`config.mk`:
```
export PLATFORM = sky130hd
export DESIGN_NAME = regfile_sb
export DESIGN_NICKNAME = d
export VERILOG_FILES = /design/src/rtl/regfile_sb.sv
export SDC_FILE = /design/constraint.sdc
export NUM_CORES = 2
export LEC_CHECK = 0
export ABC_AREA = 1
export CORE_ASPECT_RATIO = 0.75
export CORE_UTILIZATION = 43
export CTS_CLUSTER_DIAMETER = 120
export DETAILED_ROUTE_END_ITERATION = 8
export SLEW_MARGIN = 20
export SYNTH_ARGS = -nofsm -noshare
export SYNTH_HDL_FRONTEND = slang
export SYNTH_SLANG_ARGS = --single-unit
```
`constraint.sdc`:
```
create_clock -name clk -period 2.65 [get_ports clk]
set_clock_uncertainty 0.2 [all_clocks]
set_input_delay 0.53 -clock clk [delete_from_list [all_inputs] [get_ports clk]]
set_output_delay 0.53 -clock clk [all_outputs]
set_load 0.05 [all_outputs]
```
`src/rtl/regfile_sb.sv`:
```
// regfile_sb: 32x WIDTH MIPS32 register file with per-register pending-write scoreboard.
// Optional same-cycle write-back bypass on reads and busy flags: define REGFILE_WB_BYPASS_EN.
module regfile_sb #(
    parameter int WIDTH = 32,
    parameter int CNT_W = 2
) (
    input  logic             clk,
    input  logic             clrn,
    input  logic [4:0]       rna,
    input  logic [4:0]       rnb,
    output logic [WIDTH-1:0] qa,
    output logic [WIDTH-1:0] qb,
    output logic             busy_a,
    output logic             busy_b,
    input  logic             issue_we,
    input  logic [4:0]       issue_rn,
    output logic             issue_full,
    input  logic             wb_we,
    input  logic [4:0]       wb_rn,
    input  logic [WIDTH-1:0] wb_d,
    output logic             sb_err
);
    localparam logic [CNT_W-1:0] CNT_MAX = '1;
    logic [WIDTH-1:0] regs [32];
    logic [CNT_W-1:0] cnt [32];
    logic [31:0] inc_v, dec_v;
    assign issue_full = issue_we && issue_rn != 5'd0 && cnt[issue_rn] == CNT_MAX
                        && !(wb_we && wb_rn == issue_rn);
    always_comb begin
        inc_v = '0;
        dec_v = '0;
        if (issue_we && !issue_full) inc_v[issue_rn] = 1'b1;
        if (wb_we) dec_v[wb_rn] = 1'b1;
        inc_v[0] = 1'b0;
        dec_v[0] = 1'b0;
    end
    // regs[0] and cnt[0] only ever hold their reset value, so reg 0 reads as 0
    always_ff @(posedge clk or negedge clrn) begin
        if (!clrn) begin
            for (int i = 0; i < 32; i++) begin
                regs[i] <= '0;
                cnt[i]  <= '0;
            end
            sb_err <= 1'b0;
        end else begin
            if (wb_we && wb_rn != 5'd0) regs[wb_rn] <= wb_d;
            for (int r = 1; r < 32; r++) begin
                if (inc_v[r] && !dec_v[r]) cnt[r] <= cnt[r] + 1'b1;
                else if (dec_v[r] && !inc_v[r] && cnt[r] != '0) cnt[r] <= cnt[r] - 1'b1;
            end
            if (dec_v[wb_rn] && !inc_v[wb_rn] && cnt[wb_rn] == '0) sb_err <= 1'b1;
        end
    end
`ifdef REGFILE_WB_BYPASS_EN
    logic hit_a, hit_b;
    assign hit_a  = wb_we && wb_rn == rna && rna != 5'd0;
    assign hit_b  = wb_we && wb_rn == rnb && rnb != 5'd0;
    assign qa     = hit_a ? wb_d : regs[rna];
    assign qb     = hit_b ? wb_d : regs[rnb];
    assign busy_a = rna != 5'd0 && cnt[rna] != '0 && !(hit_a && cnt[rna] == CNT_W'(1));
    assign busy_b = rnb != 5'd0 && cnt[rnb] != '0 && !(hit_b && cnt[rnb] == CNT_W'(1));
`else
    assign qa     = regs[rna];
    assign qb     = regs[rnb];
    assign busy_a = rna != 5'd0 && cnt[rna] != '0;
    assign busy_b = rnb != 5'd0 && cnt[rnb] != '0;
`endif
endmodule
```
==> results.yml <==
grt:
  grt_overflow: 0
  grt_start_max_net_pins: 84
  grt_first_pass_wirelength_um: 418900
  first_global_vias: 60240
  global_route.usage.total: 0.4102
  grt_antenna_before_repair: 10
timing:
  period_share: 1.214
  report.final.slew_viol_count: 0
  max_slew_margin: 0.5987
  finalSetupViolations: 67
  final_period_minus_worst_setup_slack_ns: 3.217
  grt_setup_unrepaired: "true"
  fmaxAchievable_mhz: 310.8
  setup_ws_post_layout_ns: -0.5670
  tightestPinTransition_ns: 0.6020
  timing_hold_violations_final: 0
cts:
  htree_num_levels: 3
  cts.sinks: 1087
  tritoncts_clock_tree: "done"
  cts_inserted_buffers: 115
  ctsRootBufferMaster: "sky130_fd_sc_hd__clkbuf_16"
  clock_transition_at_path_regs_ns: 0.06
  clock_latency_ns: 0.78
  clock_path_buffers: 3
outcome:
  run_status: "finished with violations"
  violations: "negative setup slack"
synth:
  synthCells: 7800
  synth_top_area_cell: "sky130_fd_sc_hd__dfrtp_1"
  synth-warning-count: 2
  synth_top_area_frac: 0.4622
  netlist-cell-type-count: 47
  asyncSetResetFlopFracSynth: 1.000
  syn_avg_cell_area_um2: 7.545
  dominantRegCellSynth: "sky130_fd_sc_hd__dfrtp_1"
  synth.net_count: 7856
  netlist_area_mm2: 0.05885
  ys_top_cells_by_area: "sky130_fd_sc_hd__dfrtp_1 46%, sky130_fd_sc_hd__o21ai_0 15%, sky130_fd_sc_hd__nand2_1 9.3%"
  ys_top_cells_by_count: "1769 x sky130_fd_sc_hd__o21ai_0, 1462 x sky130_fd_sc_hd__nand2_1, 1087 x sky130_fd_sc_hd__dfrtp_1"
  synth_edf_count: 0
  synth.yosys.seq_area_share: 0.4622
  synth.most_common_cell: "sky130_fd_sc_hd__o21ai_0"
  ys_ff_latch: 1087
placement:
  placed_cell_area_mm2: 0.07193
  number_of_placed_instances_taps_included: 9849
  place_hpwl_um: 190100
  gpl.final_weighted_congestion: 0.9997
  buffer_ports.inserted: 123
detailed_routing:
  route.detailed.wl_per_inst_um: 28.26
  postRouteAntennaNets: 0
  totalWireLength_um: 290700
  initialDrtViolationCount: 10390
  average_vias_per_placed_instance: 6.269
  drt_pass1_iterations: 9
  drc_errors_left: 0
  via_count: 64490
worst_setup_path:
  worst-endpoint-required_ns: 1.92
  r2r_end: "cnt[60]"
  timing.reg2reg.setup_slack_ns: 0.07
  worstSetupEndpointType: "output pin"
  critPathLaunch: "rna[1]"
  worstRegToRegCells: 20
  critPathCapture: "qa[24]"
  worstSetupStartpointType: "input pin"
  timing.rr.start: "cnt[48]"
  crit_type: "input pin to output pin"
  path_max_fanout: 11
  worstPathArrival_ns: 2.49
min_path:
  hp_class: "input pin to asynchronous set/reset pin"
die:
  ioPinCount: 124
  initial_core_util: 0.4337
  die-height_um: 322.4
  x_dimension_of_the_die_um: 429.2
  area_of_the_die_mm2: 0.1384
  core_region_area_mm2: 0.1357
  num_rows: 117
layout:
  instances_no_fill: 10290
  multi_input_area_mm2: 0.03043
  sequential_cell_area_mm2: 0.02722
  area.growth.synth_to_final_pct: 39.84
  fin_area_mm2: 0.08230
  num-fill-cells: 11460
  num-nets-final: 8454
  drive_gt1_frac: 0.2514
power:
  peakVddDrop_mv: 0.5436
  power_density_mw_per_mm2: 702.9
  p_leak_uw: 0.03551
  p_total_uw: 57840
run:
  cap_viol_max_count: 0
==> worst max-delay path: stages <==
cell	delay, ns
sky130_fd_sc_hd__buf_12	0.13
sky130_fd_sc_hd__nor2_4	0.31
sky130_fd_sc_hd__buf_12	0.22
sky130_fd_sc_hd__buf_16	0.18
sky130_fd_sc_hd__a221oi_2	0.09
sky130_fd_sc_hd__a21oi_2	0.24
sky130_fd_sc_hd__a2111oi_4	0.08
sky130_fd_sc_hd__a21oi_4	0.46
sky130_fd_sc_hd__buf_12	0.21
==> flip-flops by register name (all words and copies together) (netlist names) <==
name	count
regs	1024
sb_err	1
cnt	62
==> worst min path at each step <==
stage / startpoint / to / slack [ns] / cells past startpoint
final: clrn / regs[481] / 0.09 / 2
after floorplan: clrn / cnt[0] / 0.03 / 0
after CTS: clrn / regs[899] / 0.09 / 2
after global routing: clrn / regs[481] / 0.1 / 2
after detailed placement: regs[1013] / regs[1013] / 0.19 / 0
after global placement: regs[1008] / regs[1008] / 0.18 / 0
==> layer usage <==
| layer | part of all wire | vias to the layer above | global-route usage |
|---|---|---|---|
| met5 | 0.00013 | - | 0 |
| met4 | 0.061 | 6 | 0.2014 |
| met3 | 0.14 | 941 | 0.1234 |
| met2 | 0.40 | 4853 | 0.5697 |
| met1 | 0.40 | 30900 | 0.5773 |
| li1 | - | 27790 | - |
==> where the power goes <==
| part | internal (uW) | switching [uW] | leakage, uW |
|---|---|---|---|
| clock network | 10200 | 7670 | 0.00199 |
| logic | 6740 | 10400 | 0.0206 |
| registers | 20400 | 2420 | 0.0129 |
==> timing repair <==
item | in CTS | in global routing
resized for setup | 739 | 401
hold buffers | 1 | 0
gates cloned | 40 | 10
buffers inserted | 136 | 57
endpoints found under the hold margin | 478 | 0
pin swaps | 224 | 218
endpoints found under the setup margin | 68 | 126
==> per-stage QoR <==
step                      hold slack [ns]  utilization  TNS [ns]  setup WS (ns)
after global placement             0.1811       0.5301   -407.45        -0.8438
after global routing              0.09931       0.6064    -32.83        -0.6460
final                             0.09126       0.6064    -30.33        -0.5670
after detailed placement           0.1855       0.5301   -407.93        -0.8366
after CTS                         0.08950       0.5944    -28.79        -0.5810
after floorplan                   0.03441            -    -1.939        -0.1052
==> placed cells by master, fill, tap and decap left out, types with 41 or more instances in the layout <==
cell / count
sky130_fd_sc_hd__a21oi_1: 536
sky130_fd_sc_hd__a21oi_2: 136
sky130_fd_sc_hd__a22oi_1: 79
sky130_fd_sc_hd__buf_12: 325
sky130_fd_sc_hd__buf_4: 624
sky130_fd_sc_hd__buf_6: 100
sky130_fd_sc_hd__clkbuf_16: 128
sky130_fd_sc_hd__clkdlybuf4s50_1: 41
sky130_fd_sc_hd__dfrtp_1: 1074
sky130_fd_sc_hd__inv_1: 746
sky130_fd_sc_hd__inv_2: 84
sky130_fd_sc_hd__nand2_1: 1433
sky130_fd_sc_hd__nand3_1: 221
sky130_fd_sc_hd__nor2_1: 173
sky130_fd_sc_hd__nor2_4: 54
sky130_fd_sc_hd__o211ai_1: 67
sky130_fd_sc_hd__o21ai_0: 1530
sky130_fd_sc_hd__o21ai_1: 218
sky130_fd_sc_hd__o21ai_2: 43
sky130_fd_sc_hd__o221ai_1: 66
sky130_fd_sc_hd__o221ai_2: 141
==> kinds of logic after synthesis <==
group / after synthesis / share of synthesized area
simple gates: 2038 / 0.1382
flops: 1087 / 0.4622
xor+xnor: 31 / 0.004613
compound gates: 3078 / 0.2937
buf+inv: 1566 / 0.1013
==> layout make-up <==
type                    instances  area share
multi-input cells            5147      0.3698
flip-flops and latches       1087      0.3307
repair buffers               1196      0.1829
clock buffers                 155     0.03976
inverters                     848     0.03959
well taps                    1785     0.02714
clock inverters                61    0.009578
repair inverters                3   0.0003497
diodes                          5   0.0001520
(Power assumes the default switching activity.)
